===== src/rtl/icache_refill_ctrl.sv =====
// Direct-mapped instruction cache with zero-latency hits and a word-by-word line refill
// from backing memory over a req/ack handshake; supports a whole-cache flush.
module icache_refill_ctrl #(
    parameter int LINES          = 8,
    parameter int WORDS_PER_LINE = 4
) (
    input  logic        clock,
    input  logic        reset,
    input  logic        fetch_req,
    input  logic [31:0] fetch_addr,
    output logic [31:0] fetch_instr,
    output logic        fetch_valid,
    output logic        stall,
    input  logic        flush,
    output logic        mem_req,
    output logic [31:0] mem_addr,
    input  logic        mem_ack,
    input  logic [31:0] mem_rdata
);

    localparam int WB = $clog2(WORDS_PER_LINE);
    localparam int OB = WB + 2;
    localparam int IB = $clog2(LINES);
    localparam int TW = 32 - OB - IB;

    typedef enum logic {
        IDLE   = 1'b0,
        REFILL = 1'b1
    } state_t;

    state_t r_state;
    state_t w_nextState;

    logic [LINES-1:0] r_valid;
    logic [TW-1:0]    r_tag  [LINES];
    logic [31:0]      r_data [LINES][WORDS_PER_LINE];
    logic [31:OB]     r_lineHi;
    logic [WB-1:0]    r_beat;
    logic             r_flushPend;

    logic [TW-1:0] w_tag;
    logic [IB-1:0] w_idx;
    logic [WB-1:0] w_word;
    logic [IB-1:0] w_fillIdx;
    logic [TW-1:0] w_fillTag;
    logic          w_hit;
    logic          w_miss;
    logic          w_beatDone;
    logic          w_lastBeat;
    logic          w_unused;

    assign w_tag      = fetch_addr[31:OB+IB];
    assign w_idx      = fetch_addr[OB+IB-1:OB];
    assign w_word     = fetch_addr[OB-1:2];
    assign w_fillIdx  = r_lineHi[OB+IB-1:OB];
    assign w_fillTag  = r_lineHi[31:OB+IB];
    assign w_lastBeat = (r_beat == WB'(WORDS_PER_LINE - 1));
    assign w_unused   = &{1'b0, fetch_addr[1:0]};

    always_ff @(posedge clock or posedge reset) begin
        if (reset) begin
            r_state <= IDLE;
        end else begin
            r_state <= w_nextState;
        end
    end

    // Hits are only answered in IDLE; during a refill every fetch stalls.
    always_comb begin
        w_nextState = r_state;
        w_hit       = 1'b0;
        w_miss      = 1'b0;
        w_beatDone  = 1'b0;
        mem_req     = 1'b0;
        mem_addr    = '0;
        fetch_valid = 1'b0;
        fetch_instr = '0;
        stall       = 1'b0;
        case (r_state)
            IDLE: begin
                w_hit  = fetch_req && r_valid[w_idx] && (r_tag[w_idx] == w_tag);
                w_miss = fetch_req && !w_hit;
                if (w_miss) begin
                    w_nextState = REFILL;
                end
            end
            REFILL: begin
                mem_req    = 1'b1;
                mem_addr   = {r_lineHi, r_beat, 2'b00};
                w_beatDone = mem_ack;
                if (w_beatDone && w_lastBeat) begin
                    w_nextState = IDLE;
                end
            end
            default: w_nextState = IDLE;
        endcase
        fetch_valid = w_hit;
        stall       = fetch_req && !w_hit;
        if (w_hit) begin
            fetch_instr = r_data[w_idx][w_word];
        end
    end

    always_ff @(posedge clock) begin
        if (w_beatDone) begin
            r_data[w_fillIdx][r_beat] <= mem_rdata;
            if (w_lastBeat) begin
                r_tag[w_fillIdx] <= w_fillTag;
            end
        end
    end

    // A flush seen during a refill is deferred so the completing line is not left valid.
    always_ff @(posedge clock or posedge reset) begin
        if (reset) begin
            r_valid     <= '0;
            r_lineHi    <= '0;
            r_beat      <= '0;
            r_flushPend <= 1'b0;
        end else if (r_state == IDLE) begin
            if (w_miss) begin
                r_lineHi       <= fetch_addr[31:OB];
                r_beat         <= '0;
                r_valid[w_idx] <= 1'b0;
            end
            if (flush) begin
                r_valid <= '0;
            end
        end else begin
            if (flush) begin
                r_flushPend <= 1'b1;
            end
            if (w_beatDone) begin
                r_beat <= r_beat + WB'(1);
                if (w_lastBeat) begin
                    r_flushPend <= 1'b0;
                    if (flush || r_flushPend) begin
                        r_valid <= '0;
                    end else begin
                        r_valid[w_fillIdx] <= 1'b1;
                    end
                end
            end
        end
    end

endmodule


===== config.mk =====
export PLATFORM = sky130hd
export DESIGN_NAME = icache_refill_ctrl
export DESIGN_NICKNAME = d
export VERILOG_FILES = /design/src/rtl/icache_refill_ctrl.sv
export SDC_FILE = /design/constraint.sdc
export NUM_CORES = 1
export LEC_CHECK = 0
export CAP_MARGIN = 20
export CORE_MARGIN = 1.5
export CORE_UTILIZATION = 40
export DETAILED_ROUTE_END_ITERATION = 12
export SYNTH_ARGS = -nofsm -noshare
export SYNTH_HDL_FRONTEND = slang
export SYNTH_SLANG_ARGS = --single-unit

===== constraint.sdc =====
create_clock -name clock -period 8.1 [get_ports clock]
set_clock_uncertainty 0.2 [all_clocks]
set_input_delay 1.62 -clock clock [delete_from_list [all_inputs] [get_ports clock]]
set_output_delay 1.62 -clock clock [all_outputs]
set_load 0.02 [all_outputs]

==> results by group <==
Outcome
  – Run status: finished, final reports clean

Detailed routing
  – Vias: 28200
  – Vias per cell: 5.99
  – WL final: 143 mm
  – WL/cell: 30.3 um
  – Post-DRT Antenna Nets: 0
  – Post-route DRC: 0
  – DR pass1 iterations: 5
  – Drt first-iter violations: 3956

Timing
  – Final setup viols: 0
  – Fmax: 135 MHz
  – Worst slew margin: 24.1%
  – Setup tns final: 0 ns
  – Final min period: 7.41 ns
  – Crit share post-route: 91.5%
  – Fin. max-slew vios: 0
  – Final Worst Setup Slack: 0.690 ns
  – Worst-Margin Slew: 1.13 ns
  – RSZ-0062 raised after global routing: false
  – Final hold vios: 0

Final layout
  – Utilization after layout: 46.6%
  – Cell Count, Final, Fillers Out: 4713
  – Nets@finish: 3062
  – Area growth syn-to-layout: 15.5%
  – Layout cells sized above 1: 19.9%

GRT
  – Initial antenna violation count: 5
  – First-pass GRT wire length: 202 mm
  – Total GRT Usage: 22.5%
  – Remaining Overflow, GRT: 0
  – Largest net degree at the start of global routing: 122
  – Vias in the first global route: 28300

Clock tree
  – Clock Sinks: 1264
  – CTS tree: yes
  – H-tree levels: 4
  – Root buffer cell: clkbuf_16
  – Reg clk slew, reported paths: 0.06 ns
  – Clk_lat worst skew: 0.75 ns
  – CTS Buf Count: 131
  – Clock buffer depth: 3
  – Gates resized, CTS repair: 0
  – # Post-CTS Setup Buffers: 0
  – CTS Hold Bufs: 0

Floorplanning
  – Die footprint: 125000 um^2
  – Core Box Area: 122000 um^2
  – Initial Util: 40.4%
  – # rows: 128
  – Die W: 354 um
  – Io pins: 136
  – Die span in y: 354 um

Setup path
  – Worst Path Arrival: 5.59 ns
  – Slack of the worst reg-to-reg path: 4.33 ns
  – Worst path top cell family by delay: simple AND/OR/NAND/NOR gates
  – CP max stage cell: or2_2
  – Delay of the slowest critical-path stage: 0.55 ns
  – Worst setup EP type: output pin
  – R2R cell count: 4
  – Crit path from: fetch_addr[5]
  – CP endpoint: fetch_instr[10]
  – Crit path top cell by count: buf_4
  – Worst endpoint required time: 6.28 ns
  – Buf/Inv on CP: 6
  – Reg2Reg Capture Point: r_tag[2][16]$_DFFE_PP_
  – Startpoint types: primary input
  – Reg2reg start: r_state$_DFF_PP0_
  – Crit-path cells: buf_8 -> nor2b_1 -> buf_4 -> a22oi_1 -> a21oi_1 -> o22ai_1 -> nor4_1 -> nand4_1 -> or2_2 -> buf_12 -> buf_4 -> a311oi_1 -> buf_4 -> buf_4
  – Max FO, Critical Path: 50
  – Critical setup path kind: primary input to output pin
  – WP depth: 14

Synth
  – Synthesized area per cell: 17.6 um^2
  – Mapped cell area: 49300 um^2
  – Part of the Yosys area used for sequential elements: 76.6%
  – Async set-reset flop share out of synthesis: 3.16%
  – Synth Register Bits: 1264
  – Primary FF master, synth: edfxtp_1
  – Post-Syn Instances: 2807
  – Ys Warns: 0
  – Netlist cell types: 73
  – Post-synth EDFFs: 1224

Pwr
  – Worst VDD drop: 0.226 mV
  – Clock share of power: 36.9%
  – Net Sw Frac: 24.8%
  – Switching power: 3.76 mW
  – Combinational share of power: 10.8%
  – Leakage power: 18.1 nW
  – Sequential Power Share: 52.2%
  – Pwr Density: 267 nW/um^2
  – Int Pwr: 11.4 mW

Min path
  – WHS Path Cells: 1
  – Hold WC Path Type: flip-flop to flip-flop

Place
  – IO Port Bufs: 131
  – Hpwl dp: 73.6 mm
  – Place WS: 0.661 ns
  – GPL Wtd Cong: 0.779
  – Cells after DPL: 4473

Flow run
  – Maxcap violations: 0
==> area by class of cell <==
cell class                 instances  area (um^2)
clock inverter                    48          353
tap                             1625         2030
fill                           10300        65100
antenna                            3         7.51
sequential                      1264        37800
inverter                          12         47.5
multi-input combinational       1342        10800
timing repair buffer             238         2270
clock buffer                     181         3590
==> placed cells by master (no fill, tap or decap), types with 32 or more instances in the layout <==
| cell | synthesis | final |
|---|---|---|
| nand2_1 | 67 | 65 |
| nor2_4 | 0 | 32 |
| o21ai_0 | 87 | 87 |
| a21oi_1 | 93 | 93 |
| clkdlybuf4s50_1 | 0 | 103 |
| and2_1 | 32 | 32 |
| mux2i_1 | 121 | 121 |
| mux2_2 | 175 | 175 |
| clkbuf_16 | 0 | 138 |
| buf_4 | 14 | 117 |
| edfxtp_1 | 1224 | 1224 |
| o221ai_1 | 67 | 67 |
| mux4_2 | 58 | 58 |
| o22ai_1 | 199 | 199 |
| nor2_1 | 162 | 130 |
| clkbuf_1 | 98 | 42 |
| dfrtp_1 | 40 | 40 |
==> synth_stat cells, drive strengths merged (6+ instances only) <==
cell type / count / area share [%]
edfxtp: 1224 / 75
o22ai: 199 / 2.5
mux2: 185 / 4.2
nor2: 163 / 1.2
mux2i: 121 / 2.5
clkbuf: 98 / 0.75
a21oi: 93 / 0.94
buf: 92 / 1.0
o21ai: 89 / 0.90
nand2: 68 / 0.52
o221ai: 68 / 1.2
mux4: 58 / 2.7
a211oi: 46 / 0.85
dfrtp: 40 / 2.0
and2: 32 / 0.41
nor3: 22 / 0.26
a221oi: 20 / 0.38
nand3: 15 / 0.15
a2111oi: 13 / 0.23
a22oi: 13 / 0.20
inv: 11 / 0.084
xor2: 11 / 0.20
a311oi: 10 / 0.22
o221a: 9 / 0.21
a31oi: 7 / 0.089
and3: 7 / 0.089
nor2b: 7 / 0.089
o211ai: 7 / 0.11
nand2b: 6 / 0.076
xnor2: 6 / 0.11
==> through the flow <==
step           hold WS [ns]  cell area [um^2]  power [mW]
2_1_floorplan         0.319             49300        8.84
5_1_grt               0.378             56900        15.6
4_1_cts               0.358             56700        15.2
3_5_place_dp          0.335             52800        9.69
3_3_place_gp          0.339             52800        9.63
6_report              0.358             56900        15.2
==> metal layers <==
layer / track usage (%) / up-vias / routed length, um
li1: - / 11800 / -
met1: 31.3 / 14700 / 59100
met2: 35.9 / 1535 / 67600
met3: 4.18 / 244 / 12500
met4: 7.33 / 2 / 3870
met5: 0 / - / 13
==> cell families (layout without fill, tap and decap cells) <==
kind of cell,after synthesis,count (layout),share of synthesized area [%]
DFF,1264,1264,76.6
AOI/OAI and AO/OA,617,617,8.65
muxes,364,364,9.34
and+or+nand+nor,338,338,3.09
buffers and inverters,202,479,1.86
xor gates and xnor gates,17,17,0.302
adders and majority gates,4,4,0.102
other,1,5,0.00761
==> how the worst min path moves through the flow <==
stage / from / to / slack (ns)
global placement: r_valid[5]$_DFFE_PP0P_ / r_valid[5]$_DFFE_PP0P_ / 0.34
detailed placement: r_valid[7]$_DFFE_PP0P_ / r_valid[7]$_DFFE_PP0P_ / 0.34
floorplan: r_valid[1]$_DFFE_PP0P_ / r_valid[1]$_DFFE_PP0P_ / 0.32
finish: r_valid[4]$_DFFE_PP0P_ / r_valid[4]$_DFFE_PP0P_ / 0.36
global route: r_valid[4]$_DFFE_PP0P_ / r_valid[4]$_DFFE_PP0P_ / 0.38
CTS: r_valid[7]$_DFFE_PP0P_ / r_valid[7]$_DFFE_PP0P_ / 0.36
==> state kept, by name, indices dropped and copies added (netlist names) <==
signal,flops
r_tag,200
r_beat,2
r_state,1
r_lineHi,28
r_data,1024
r_valid,8
r_flushPend,1
==> power groups by stage <==
stage | logic (mW) | clock network (mW) | registers [mW]
after floorplan | 0.864 | 0 | 7.97
after global placement | 1.61 | 0 | 8.02
after detailed placement | 1.63 | 0 | 8.07
after CTS | 1.64 | 5.68 | 7.93
after global routing | 1.74 | 5.94 | 7.97
final | 1.65 | 5.61 | 7.93
No activity file was read; power rests on OpenSTA's default activity.
